===== src/rtl/fetch_stage.sv =====
// fetch_stage: PC register, word-addressed instruction memory and IF/ID register
// with stall hold, branch redirect (one bubble) and a valid-fetch counter.
`default_nettype none

module fetch_stage #(
  parameter int unsigned IMEM_DEPTH = 64,
  parameter logic [63:0] RESET_PC   = 64'h0,
  parameter logic [31:0] BUBBLE     = 32'h0000_0013
) (
  input  logic                          clock,
  input  logic                          reset,
  input  logic                          stall,
  input  logic                          branch_taken,
  input  logic [63:0]                   branch_target,
  input  logic                          imem_we,
  input  logic [$clog2(IMEM_DEPTH)-1:0] imem_waddr,
  input  logic [31:0]                   imem_wdata,
  output logic [63:0]                   pc,
  output logic [63:0]                   ifid_pc,
  output logic [31:0]                   ifid_instr,
  output logic                          ifid_valid,
  output logic [31:0]                   fetch_count
);

  localparam int unsigned AW = $clog2(IMEM_DEPTH);

  logic [31:0]   imem_q [IMEM_DEPTH];

  logic [63:0]   pc_q,          pc_d;
  logic [63:0]   ifid_pc_q,     ifid_pc_d;
  logic [31:0]   ifid_instr_q,  ifid_instr_d;
  logic          ifid_valid_q,  ifid_valid_d;
  logic [31:0]   fetch_count_q, fetch_count_d;

  logic          in_range;
  logic [AW-1:0] widx;
  logic [31:0]   fetch_word;
  logic [63:0]   redirect_pc;

  // The array has no reset: its contents survive a reset pulse.
  always_ff @(posedge clock) begin
    if (imem_we) begin
      imem_q[imem_waddr] <= imem_wdata;
    end
  end

  // Any nonzero word-index bit above the array width means out of range.
  assign in_range    = (pc_q[63:AW+2] == '0);
  assign widx        = pc_q[AW+1:2];
  assign fetch_word  = in_range ? imem_q[widx] : BUBBLE;
  assign redirect_pc = branch_target & ~64'h3;

  always_comb begin
    pc_d          = pc_q;
    ifid_pc_d     = ifid_pc_q;
    ifid_instr_d  = ifid_instr_q;
    ifid_valid_d  = ifid_valid_q;
    fetch_count_d = fetch_count_q;
    if (branch_taken) begin
      pc_d         = redirect_pc;
      ifid_pc_d    = pc_q;
      ifid_instr_d = BUBBLE;
      ifid_valid_d = 1'b0;
    end else if (!stall) begin
      pc_d          = pc_q + 64'd4;
      ifid_pc_d     = pc_q;
      ifid_instr_d  = fetch_word;
      ifid_valid_d  = in_range;
      fetch_count_d = fetch_count_q + {31'd0, in_range};
    end
  end

  always_ff @(posedge clock or negedge reset) begin
    if (!reset) begin
      pc_q          <= RESET_PC;
      ifid_pc_q     <= 64'd0;
      ifid_instr_q  <= BUBBLE;
      ifid_valid_q  <= 1'b0;
      fetch_count_q <= 32'd0;
    end else begin
      pc_q          <= pc_d;
      ifid_pc_q     <= ifid_pc_d;
      ifid_instr_q  <= ifid_instr_d;
      ifid_valid_q  <= ifid_valid_d;
      fetch_count_q <= fetch_count_d;
    end
  end

  assign pc          = pc_q;
  assign ifid_pc     = ifid_pc_q;
  assign ifid_instr  = ifid_instr_q;
  assign ifid_valid  = ifid_valid_q;
  assign fetch_count = fetch_count_q;

endmodule

`default_nettype wire


===== config.mk =====
export PLATFORM = sky130hd
export DESIGN_NAME = fetch_stage
export DESIGN_NICKNAME = d
export VERILOG_FILES = /design/src/rtl/fetch_stage.sv
export SDC_FILE = /design/constraint.sdc
export NUM_CORES = 2
export LEC_CHECK = 0
export ABC_AREA = 1
export CORE_ASPECT_RATIO = 0.8
export CORE_UTILIZATION = 58
export CTS_CLUSTER_DIAMETER = 60
export DETAILED_ROUTE_END_ITERATION = 7
export GPL_TIMING_DRIVEN = 0
export HOLD_SLACK_MARGIN = 0.12
export PLACE_DENSITY_LB_ADDON = 0.05
export SYNTH_ARGS = -nofsm -noshare
export SYNTH_HDL_FRONTEND = slang
export SYNTH_SLANG_ARGS = --single-unit

===== constraint.sdc =====
create_clock -name clock -period 4.9 [get_ports clock]
set_input_delay 1.47 -clock clock [delete_from_list [all_inputs] [get_ports clock]]
set_output_delay 1.47 -clock clock [all_outputs]
set_load 0.02 [all_outputs]

## After elaboration in Yosys (flattened, before gate mapping)

Memories as Yosys holds them, arrays and structs flattened.
Cells that the tools add are included.

- $add $sub $neg: 2
- Equal/unequal tests: 1
- Mux-type cells: 11
- Bitwise gates (word level): 2
- Reductions and logical operators: 2

Operators with widths:

| cell | count |
|---|---|
| 64-bit 2-to-1 mux | 4 |
| 32-bit 2-to-1 mux | 3 |
| 64-bit by 3-bit adder with 64-bit output (second input constant) | 1 |
| 56-bit logical NOT | 1 |
| 32-bit by 1-bit adder with 32-bit output | 1 |
| 1-bit 2-to-1 mux | 4 |
| 2-bit by 1-bit inequality test with 1-bit output (second input constant) | 1 |
| 1-bit NOT | 2 |
| 2-bit AND reduction | 1 |

- Register bits after elaboration: 193
- RAM bits: 2,048
- Output and inout port bits: 193
- Memories kept: 1

Memory list:

| name | depth | width | rd ports | clocked after memory_dff | write ports | line | RTL |
|---|---|---|---|---|---|---|---|
| imem_q | 64 | 32 | 1 | 0 | 1 | 27 | `logic [31:0] imem_q [IMEM_DEPTH];` |

## Longest topological paths before layout

- Depth in word-level cells: 4
- Gate-level depth with buffers: 19
- Mapped depth without buffers: 18

## Least setup slack after synthesis

OpenSTA, ideal clock, no wires.

- Path type: input port to flip-flop
- From: input imem_we
- To: memory imem_q[48][0], enable pin
- Arrival: 5,098 ps
- Required time: 4,398 ps
- Path slack: -700 ps
- Stages on the path: 3
- Buffers on the path: 1
- Path through: clkbuf_1 -> nand4_1 -> nor4_1

- Longest elaborated chain between the ends: 2

RTL lines:

| item | line | RTL |
|---|---|---|
| start, declared | 15 | `input logic imem_we,` |
| 1-bit 2-to-1 mux | 42 | `if (imem_we) begin` |
| 1-bit 2-to-1 mux (not written as such) | 43 | `imem_q[imem_waddr] <= imem_wdata;` |
| end, declared | 27 |  |

No other way between the ends.

## Worst setup path after layout

- From: register pc_q[3], in the netlist pc[3]
- To: register ifid_instr_q[29], in the netlist ifid_instr[29]

- Longest elaborated chain between the ends: 4

RTL lines:

| item | line | RTL |
|---|---|---|
| start, declared | 29 | `logic [63:0] pc_q, pc_d;` |
| start signal, assigned | 81 | `pc_q <= pc_d;` |
| memory read 64 x 32 bit | - |  |
| 32-bit 2-to-1 mux | 50 | `assign fetch_word = in_range ? imem_q[widx] : BUBBLE;` |
| 32-bit 2-to-1 mux | 64 | `end else if (!stall) begin` |
| 32-bit 2-to-1 mux | 59 | `if (branch_taken) begin` |
| end signal, assigned | 83 | `ifid_instr_q <= ifid_instr_d;` |
| end, declared | 31 | `logic [31:0] ifid_instr_q, ifid_instr_d;` |

No other way between the ends. The select of a mux whose other input is x is not followed.
A chain may end at the register's enable or synchronous reset.

==> results.tsv <==
stage	metric	value	unit
clock_tree	h-tree-depth	4	
clock_tree	cts_sinks	2237	
logic_synthesis	avgSynthCellArea	10.3	um^2
worst_setup_path	r2r_slack	0.65	ns
logic_synthesis	synthCells	9291	
clock_tree	insertion_delay	0.86	ns
place	port_buffers	288	
worst_setup_path	required	5.65	ns
routing	drc	4	
worst_setup_path	critPathLaunch	pc[3]$_DFFE_PN0N_	
logic_synthesis	synth.distinct_cells	41	
routing	vias_per_cell	6.02	
global_route	grt_pass1_wl	496	mm
place	dp_hpwl	254	mm
timing	whs	0.482	ns
power_and_ir_drop	p_seq_share	45.7	%
timing	fmax	235	MHz
cells_and_area	regArea	0.0662	mm^2
routing	first_iter_violations	13248	
power_and_ir_drop	pwr_density_cell	417	mW/mm^2
timing	rsz0062_at_grt	no	
power_and_ir_drop	vdd_ir_drop_max	0.000408	V
worst_setup_path	end_kind	flip-flop	
global_route	track_usage	42.6	%
global_route	grt_max_degree	109	
logic_synthesis	ys_ff_latch	2237	
worst_setup_path	crit_path_start_kind	flip-flop	
worst_setup_path	critPathCapture	ifid_instr[29]$_DFFE_PN0N_	
timing	clock-skew-final	0.0411	ns
worst_setup_path	rr_endpoint	ifid_instr[29]$_DFFE_PN0N_	
logic_synthesis	synth_top_area_share	64.0	%
clock_tree	clockBufferDepth	3	
cells_and_area	drive_gt1_share	8.04	%
clock_tree	postCtsSetupRepairBufs	0	
global_route	first_global_vias	66374	
global_route	antenna_found_initial	24	
power_and_ir_drop	total_power	46.5	mW
cells_and_area	finalNetCount	10043	
clock_tree	cts_hold_buf	0	
power_and_ir_drop	combPwrFrac	18.5	%
routing	detail-route-antenna-nets	0	
status	violations	design-rule violations	
clock_tree	numCtsBuffers	214	
power_and_ir_drop	sw_frac_of_total	30.5	%
floorplanning	die_h	366	um
timing	fin_crit_sh	86.8	%
routing	routed_wl	359	mm
cells_and_area	multi_input_area	0.0240	mm^2
floorplanning	dieArea	0.167	mm^2
timing	maxSlewViolCount	0	
worst_setup_path	critPathKind	reg -> reg	
global_route	gr-total-overflow	0	
worst_setup_path	r2r_start	pc[3]$_DFFE_PN0N_	
timing	tightestPinTransition	1.41	ns
power_and_ir_drop	p_leak	44.9	nW
run	max_cap_viol_count	0	
worst_setup_path	cp_max_fo	10	
floorplanning	core_area	0.164	mm^2
routing	vias	73981	
logic_synthesis	synth_area_leaders	edfxtp_1, nand2_1, dfrtp_1	
power_and_ir_drop	p_switching	14.2	mW
power_and_ir_drop	p_int	32.3	mW
clock_tree	cts_root_buffer	clkbuf_16	
timing	setup_violations	0	
clock_tree	cts_resized	0	
logic_synthesis	yosysTopAreaCell	edfxtp_1	
place	gp_congestion	1.01	
clock_tree	clkTransAtPathRegs	0.06	ns
clock_tree	cts_tree	done	
cells_and_area	fillCellCount	12378	
routing	first_pass_iters	8	
cells_and_area	syn2layout_area_growth	15.9	%
timing	slew-limit-headroom	5.76	%
cells_and_area	stdcell_count	12289	
timing	hold_viol	0	
floorplanning	rows	133	
floorplanning	fp.dieW	457	um
status	status	finished, violations left	
logic_synthesis	ys_seq_area_share	69.0	%
timing	layout_min_cycle_time	4.25	ns
place	dp.cells	11877	
logic_synthesis	netlist_area	0.0960	mm^2
cells_and_area	final_cell_mix	nand2_1, edfxtp_1, inv_1, nand3_1, nor2_1	
floorplanning	boundaryPins	300	
cells_and_area	layout_commonest_cell	nand2_1	
worst_setup_path	worst_r2r_path_depth	13	
logic_synthesis	ys_warn_count	0	
hold_path	hp-class	reg -> reg	
power_and_ir_drop	clockPowerShare	35.8	%
worst_setup_path	arrival	5.00	ns
floorplanning	initial_utilization	58.4	%
routing	routedWlPerCell	29.2	um
==> how the worst min path moves through the flow <==
stage	start	end	slack, ns	depth (start not counted)
2_1_floorplan	ifid_instr[0]$_DFFE_PN1N_	ifid_instr[0]$_DFFE_PN1N_	0.54	2
3_3_place_gp	ifid_pc[38]$_DFFE_PN0N_	ifid_pc[38]$_DFFE_PN0N_	0.46	2
3_5_place_dp	ifid_instr[21]$_DFFE_PN0N_	ifid_instr[21]$_DFFE_PN0N_	0.47	2
4_1_cts	ifid_instr[21]$_DFFE_PN0N_	ifid_instr[21]$_DFFE_PN0N_	0.49	2
5_1_grt	ifid_instr[25]$_DFFE_PN0N_	ifid_instr[25]$_DFFE_PN0N_	0.50	2
6_report	ifid_instr[19]$_DFFE_PN0N_	ifid_instr[19]$_DFFE_PN0N_	0.48	2
==> worst max-delay path: stages (launching register included) <==
cell and delay [ns]:
dfrtp_1 0.40, buf_2 0.31, inv_2 0.25, buf_2 0.72, buf_1 1.05, nor2_1 0.11
o21ai_0 0.23, nand3_1 0.13, nand3_1 0.33, nand2_1 0.09, nand3_1 0.19, nand2_1 0.17
nand2_1 0.09, nand2_1 0.05
==> through the flow <==
step / setup WS [ns] / area, um^2 / utilization [%] / TNS [ns]
after floorplan: -0.700 / 96000 / - / -179.20
after global placement: -6.19 / 102000 / 61.8 / -4848.62
after detailed placement: 0.316 / 104000 / 63.5 / 0
after CTS: 0.937 / 111000 / 67.7 / 0
after global routing: 0.757 / 111000 / 67.7 / 0
final: 0.646 / 111000 / 67.7 / 0
==> power groups by stage <==
| stage | registers (mW) | clock network [mW] | logic, mW |
|---|---|---|---|
| 3_3_place_gp | 21.7 | 0 | 7.93 |
| 3_5_place_dp | 21.6 | 0 | 8.12 |
| 5_1_grt | 21.3 | 17.2 | 8.89 |
| 6_report | 21.3 | 16.6 | 8.58 |
| 2_1_floorplan | 21.7 | 0 | 3.93 |
| 4_1_cts | 21.2 | 16.5 | 8.16 |
==> sequential cells by signal (all words and copies together) (netlist names) <==
| register | flops |
|---|---|
| imem_q | 2048 |
| pc | 62 |
| fetch_count | 32 |
| ifid_valid | 1 |
| ifid_instr | 32 |
| ifid_pc | 62 |
==> Yosys cell counts (all sizes together) <==
master,number
a21oi,74
and2,1
buf,302
clkbuf,170
clkinv,2
conb,1
dfrtp,186
dfstp,3
edfxtp,2048
ha,3
inv,1050
nand2,2931
nand3,916
nand4,40
nor2,910
nor3,40
nor3b,3
nor4,11
o211ai,76
o21ai,426
o21bai,4
o221ai,8
o31ai,1
or2,17
xnor2,10
xor2,58
==> cell type report <==
class,instances,area share (%)
multi-input combinational,5533,21.6
antenna,10,0.0225
clock buffer,284,5.24
buffer,472,2.05
inverter,1052,3.55
clock inverter,118,0.961
sequential,2237,59.5
timing repair buffer,423,4.64
tap,2160,2.43
==> per-layer routing <==
| layer | up-vias | share of wire (%) | track usage (%) |
|---|---|---|---|
| li1 | 31860 | - | - |
| met1 | 35580 | 38 | 61.9 |
| met2 | 5800 | 41 | 59.3 |
| met3 | 733 | 17 | 14.7 |
| met4 | 8 | 4.2 | 15.5 |
| met5 | - | 0.016 | 0 |
==> kinds of logic (layout without fill, tap and decap cells) <==
group | count (synthesis) | after routing | synth area share, %
other cells | 1 | 14 | 0.00391
buf+inv | 1524 | 2349 | 6.49
compound gates | 589 | 589 | 3.31
simple gates | 4869 | 4869 | 20.6
fa+ha+maj | 3 | 3 | 0.0391
xor+xnor | 68 | 68 | 0.620
flops | 2237 | 2237 | 69.0
No activity file was read; power rests on OpenSTA's default activity.
